--- config.mk ---
export PLATFORM = sky130hd
export DESIGN_NAME = fifo_bram_thresh
export DESIGN_NICKNAME = d
export VERILOG_FILES = /design/src/rtl/fifo_bram_thresh.sv
export SDC_FILE = /design/constraint.sdc
export NUM_CORES = 1
export LEC_CHECK = 0
export BUFFER_PORTS_ARGS = -buffer_cell sky130_fd_sc_hd__buf_2
export CORE_MARGIN = 8
export CORE_UTILIZATION = 60
export CTS_CLUSTER_DIAMETER = 80
export CTS_CLUSTER_SIZE = 10
export DETAILED_ROUTE_END_ITERATION = 6
export PLACE_DENSITY = 0.75
export SYNTH_ARGS = -nofsm -noshare
export SYNTH_HDL_FRONTEND = slang
export SYNTH_SLANG_ARGS = --single-unit
export TNS_END_PERCENT = 30
--- constraint.sdc ---
create_clock -name clk -period 8.8 [get_ports clk]
set_input_delay 0.88 -clock clk [delete_from_list [all_inputs] [get_ports clk]]
set_output_delay 0.88 -clock clk [all_outputs]
set_load 0.01 [all_outputs]
--- src/rtl/fifo_bram_thresh.sv ---
// First-word-fall-through FIFO on a synchronous-read RAM with a prefetch output register,
// a grace-period full flag and a registered level/almost-empty. Define FIFO_BRAM_THRESH_ERR_EN for sticky error flags.
module fifo_bram_thresh #(
    parameter string MEM_STYLE    = "auto",
    parameter int    DATA_WIDTH   = 32,
    parameter int    ADDR_WIDTH   = 5,
    parameter int    DEPTH        = 32,
    parameter int    GRACE_PERIOD = 2,
    parameter int    AE_THRESHOLD = 2
) (
    input  logic                  clk,
    input  logic                  reset,
    output logic                  if_full_n,
    input  logic                  if_write_ce,
    input  logic                  if_write,
    input  logic [DATA_WIDTH-1:0] if_din,
    output logic                  if_empty_n,
    input  logic                  if_read_ce,
    input  logic                  if_read,
    output logic [DATA_WIDTH-1:0] if_dout,
    output logic                  if_almost_empty_n,
    output logic [ADDR_WIDTH:0]   if_level
`ifdef FIFO_BRAM_THRESH_ERR_EN
    ,
    output logic                  if_overflow,
    output logic                  if_underflow
`endif
);

    localparam logic [ADDR_WIDTH:0]   DEPTH_C   = (ADDR_WIDTH+1)'(DEPTH);
    localparam logic [ADDR_WIDTH:0]   FULL_C    = (ADDR_WIDTH+1)'(DEPTH - GRACE_PERIOD);
    localparam logic [ADDR_WIDTH:0]   AE_C      = (ADDR_WIDTH+1)'(AE_THRESHOLD);
    localparam logic [ADDR_WIDTH:0]   ONE_C     = (ADDR_WIDTH+1)'(1);
    localparam logic [ADDR_WIDTH-1:0] LAST_ADDR = ADDR_WIDTH'(DEPTH - 1);

    if (DEPTH < 2 || DEPTH > (1 << ADDR_WIDTH) || GRACE_PERIOD < 0 || GRACE_PERIOD >= DEPTH ||
        AE_THRESHOLD <= 0 || AE_THRESHOLD >= DEPTH || MEM_STYLE == "") begin : g_param_check
        $error("fifo_bram_thresh: illegal parameter combination");
    end

    function automatic logic [ADDR_WIDTH-1:0] next_addr(input logic [ADDR_WIDTH-1:0] a);
        return (a == LAST_ADDR) ? '0 : a + ADDR_WIDTH'(1);
    endfunction

    (* ram_style = MEM_STYLE *)
    logic [DATA_WIDTH-1:0] mem [0:DEPTH-1];

    logic [ADDR_WIDTH-1:0] waddr, raddr, raddr_nxt, waddr_q;
    logic [ADDR_WIDTH:0]   used, used_nxt, level_nxt;
    logic [DATA_WIDTH-1:0] ram_q, wdata_q;
    logic                  dout_valid, dout_valid_nxt, push_q;
    logic                  push, pop, consume, bypass;

    // NOTE: every signal assigned in always_comb gets a default first so no path can infer a latch.
    always_comb begin
        push           = if_write_ce & if_write & (used < DEPTH_C);
        pop            = (used != '0) & if_read_ce & (~dout_valid | if_read);
        consume        = if_read_ce & if_read & dout_valid;
        raddr_nxt      = raddr;
        used_nxt       = used;
        dout_valid_nxt = dout_valid;
        if (pop) begin
            raddr_nxt = next_addr(raddr);
        end
        unique case ({push, pop})
            2'b10:   used_nxt = used + ONE_C;
            2'b01:   used_nxt = used - ONE_C;
            default: used_nxt = used;
        endcase
        if (pop) begin
            dout_valid_nxt = 1'b1;
        end else if (consume) begin
            dout_valid_nxt = 1'b0;
        end
        level_nxt = used_nxt + (ADDR_WIDTH+1)'(dout_valid_nxt);
    end

    // The head was written on the previous edge, so the RAM read issued then returned stale data.
    assign bypass = push_q & (waddr_q == raddr);

    // NOTE: RAM array and its read register carry no reset, which lets them map onto block RAM.
    always_ff @(posedge clk) begin
        if (push) begin
            mem[waddr] <= if_din;
        end
        ram_q   <= mem[raddr_nxt];
        waddr_q <= waddr;
        wdata_q <= if_din;
    end

    // NOTE: sequential state uses non-blocking assignments so every register samples pre-edge values.
    always_ff @(posedge clk) begin
        if (reset) begin
            waddr             <= '0;
            raddr             <= '0;
            used              <= '0;
            dout_valid        <= 1'b0;
            if_dout           <= '0;
            if_level          <= '0;
            if_almost_empty_n <= 1'b0;
            push_q            <= 1'b0;
        end else begin
            if (push) begin
                waddr <= next_addr(waddr);
            end
            raddr             <= raddr_nxt;
            used              <= used_nxt;
            dout_valid        <= dout_valid_nxt;
            push_q            <= push;
            if_level          <= level_nxt;
            if_almost_empty_n <= (level_nxt > AE_C);
            if (pop) begin
                if_dout <= bypass ? wdata_q : ram_q;
            end
        end
    end

    assign if_full_n  = (used < FULL_C);
    assign if_empty_n = dout_valid;

`ifdef FIFO_BRAM_THRESH_ERR_EN
    always_ff @(posedge clk) begin
        if (reset) begin
            if_overflow  <= 1'b0;
            if_underflow <= 1'b0;
        end else begin
            if (if_write_ce & if_write & (used == DEPTH_C)) begin
                if_overflow <= 1'b1;
            end
            if (if_read_ce & if_read & ~dout_valid) begin
                if_underflow <= 1'b1;
            end
        end
    end
`endif

endmodule

==> results summary <==
The final worst clock skew is roughly 18 ps. The share of the Yosys chip area taken by registers is roughly 76%. The deepest clock path buffer count is 3. For this design the ratio of total power to cell area is 310.5 nW/um^2. The share of async-settable or async-resettable flops after synthesis is 0%. The maximum net fanout on the critical path came out at 43. STA classifies the critical path endpoint as a flop.

The net switching share of the total power is 32.78%. The clock net in this run drives a total of roughly 1200 sinks. The worst setup path is of the reg -> reg kind.

The final period utilization is 54.63%. The worst voltage drop across the vdd grid came out at 0.0002497 V. Once detailed placement completed, the half-perimeter wirelength came to 59.00 mm. After routing, the total negative slack on setup checks comes to 0 ps. The gate count of the mapped netlist is 2991. The DRC marker count from the first detailed-route iteration is about 3600.

The maximum single-stage delay on the critical path is 500 ps. The maximum level of the CTS H-tree came out at 4. The number of buffers and inverters on the critical path is 2.

The number of hold-slack violations in the final timing report was 0. The net switching power figure is about 5.0 mW. Setup violations remaining at the end of the flow were counted as 0.

The critical path goes through or3_1 -> o211ai_4 -> inv_2 -> buf_4 -> ha_1 -> xor2_1 -> ha_1 -> nor3b_1 -> a211oi_1 -> a211o_1 -> xor2_1 -> nor4_1 -> xnor2_1 -> a2111o_1. The run finished, with violations left. The pin count of the biggest net entering global routing is 163. The post-CTS resize count is 0. The number of ports placed on the die boundary is 79. The number of placement rows came out at 99.

The post-synth net total is 3041. The library cell with the largest summed area after synthesis is edfxtp_1. The minimum clock period after layout came out at between 4000 and 5000 ps. The synthesized area per cell came out at 14.72 um^2. The top cell type's share of synthesized area is 69.84%.

For this run, the detailed router's first-pass iteration total came to 7. The clock buffer count from CTS is about 130. For this run the aggregate overflow at the end of global routing stands at 0. The first-pass GRT wire length came out at 166.1 mm. The average vias per placed instance is 6.536. The number of port buffers is 78.

The effective utilization at floorplan came out at 60.45%. The fraction of layout instances using a drive strength above 1 is 11.18%. The number of distinct standard cells referenced by the synthesized netlist came out at between 60 and 70. The via count of the first global-routing pass came out at approximately 26000. The die footprint came out at 82300 um^2. Counting instances in the post-synthesis netlist gives the leading cell types as edfxtp_1 (1024), nand2_1 (619), mux2i_1 (210), nand3_1 (201), dfxtp_1 (126). Buffers inserted to repair hold after CTS numbered 0. The most instantiated library cell after synthesis is edfxtp_1.

The design internal power is 10.28 mW. The synthesis-to-finish area growth is 11.82%. Once layout is complete, the utilization of the core stands at 67.59%. From left edge to right edge, the die measures 286.9 um. The remaining antenna violation count after routing is 0.

The slew of the pin with the lowest slew margin came out at around 1200 ps. The cell family with the largest share of critical-path delay is compound AO/OA/AOI/OAI gates. The clock share of power is 32.5%.

The part of the total power dissipated in combinational logic came out at 26.3%. The net count of the finished layout came out at 3120. The worst-case headroom to the max-slew limit is between 20% and 30%. The required arrival time at the worst endpoint is about 9400 ps. The maximum frequency from static timing analysis is 208.0 MHz. The combined global-route utilization of all metal layers is approximately 27%. The buffer type at the clock tree root is clkbuf_16.

In this run the static leakage power is 15.89 nW. Setup repair after global routing left no endpoint under its margin. The synthesis warning total is 0. The overall routed net length is 114.3 mm. The synthesized area came out at around 44000 um^2. The final weighted congestion in routability-driven placement came out at 0.8423.

The count of pins over their slew limit is 0. STA puts the critical path data arrival time at between 5000 and 6000 ps. The clock input transition at the sequential cells of the worst setup and hold paths is 60 ps.

Across all layers, the routed design uses 27050 vias. The part of the total power dissipated in sequential elements is approximately two fifths. The number of buffers inserted by post-CTS setup repair came out at 0.

The number of synthesized flops with an enable pin came out at 1024. The minimum setup slack in the final design is 3992 ps. The die is 286.9 um tall. The number of maximum-capacitance constraint violations is 0. In the synthesized netlist the dominant register cell turns out to be edfxtp_1. After floorplanning, the core was sized to cover 72830 um^2. TritonCTS built the clock tree. The residual DRC count came out at 1. Yosys attributes the largest share of cell area to edfxtp_1 (70%), dfxtp_1 (5.7%), nand2_1 (5.3%). Dividing the detail-routed wire length by the instance count gives ~28 um. On the critical path, the stage with the largest delay is an instance of or3_1. The checks that failed: DRC. For the worst-skew pair, the clock arrives at the later sink with an insertion delay of approximately 730 ps. The initial antenna violation count is 7. The number of flip-flops and latches in the synthesized netlist is 1150. STA classifies the critical path startpoint as a flop.

The kind of path behind the tightest hold check is reg -> reg. The worst setup slack after placement is approximately 3800 ps.
-- worst paths after layout --
check                start                end  slack (ps)  depth (start not counted)
setup / recovery   used[2]  if_almost_empty_n        3990                         14
hold / removal    waddr[1]         waddr_q[1]         470                          0
setup reg to reg   used[2]  if_almost_empty_n        3990                         14
hold reg to reg   waddr[1]         waddr_q[1]         470                          0
-- worst reg2reg max path, stage by stage, from the launching register on --
cell	delay, ps
dfxtp_1	390
or3_1	500
o211ai_4	450
inv_2	360
buf_4	410
ha_1	390
xor2_1	210
ha_1	240
nor3b_1	210
a211oi_1	70
a211o_1	300
xor2_1	180
nor4_1	380
xnor2_1	170
a2111o_1	430
-- area by class of cell --
| type | instances | area [um^2] |
|---|---|---|
| sequential | 1150 | 33270 |
| fill | 4668 | 23600 |
| multi-input combinational | 1644 | 9980 |
| clock buffer | 223 | 3666 |
| tap | 959 | 1200 |
| timing repair buffer | 136 | 850.8 |
| clock inverter | 17 | 235.2 |
| inverter | 5 | 18.77 |
| antenna | 4 | 10.01 |
-- metrics by stage --
step / hold WS (ps) / instances / instance area [um^2] / power (mW)
3_5_place_dp: 458.2 / 3894 / 45320 / 10.32
4_1_cts: 462.7 / 4134 / 49220 / 15.25
3_3_place_gp: 439.2 / 3894 / 45320 / 10.18
5_1_grt: 485.5 / 4134 / 49220 / 15.80
2_1_floorplan: 373.9 / 2991 / 44030 / 9.256
6_report: 466.6 / 4138 / 49230 / 15.29
-- cell usage in the layout, fill, tap and decap left out, drive strengths merged, types with 42 or more instances in the layout --
| master | n |
|---|---|
| buf | 136 |
| a32oi | 42 |
| nor2 | 85 |
| o22ai | 63 |
| clkbuf | 223 |
| dfxtp | 126 |
| nand3 | 201 |
| nand2 | 622 |
| a31oi | 55 |
| edfxtp | 1024 |
| a21oi | 81 |
| a311oi | 52 |
| mux2i | 211 |
| a211oi | 43 |
-- metal layers --
layer	wire (um)	global-route usage (%)	vias to the layer above
met3	14360	7.808	300
met4	4020	10.23	4
met1	43000	36.71	13380
li1	-	-	11540
met5	27	0	-
met2	52940	41.78	1828
-- power groups by stage --
stage	clock network [mW]	logic, mW	registers, mW
3_3_place_gp	0	3.79	6.39
5_1_grt	5.20	4.30	6.31
6_report	4.97	4.02	6.29
2_1_floorplan	0	2.87	6.39
3_5_place_dp	0	3.92	6.40
4_1_cts	5.00	3.96	6.29
-- sequential cells by signal, indices dropped and copies added, names as in the netlist --
name	count
mem	1024
if_dout	32
ram_q	32
wdata_q	32
if_level	6
used	6
raddr	5
waddr	5
waddr_q	5
if_almost_empty_n	1
if_empty_n	1
push_q	1
-- kinds of logic (layout without fill, tap and decap cells) --
group / after synthesis / after routing / synth area share [%]
and+or+nand+nor: 987 / 987 / 9.549
DFF: 1150 / 1150 / 75.57
buffers and inverters: 197 / 381 / 2.435
AOI/OAI and AO/OA: 414 / 414 / 6.855
muxes: 214 / 214 / 4.911
xor gates and xnor gates: 17 / 17 / 0.3382
adders and majority gates: 12 / 12 / 0.3410
other: 0 / 4 / 0
No activity file was read; power rests on OpenSTA's default activity.
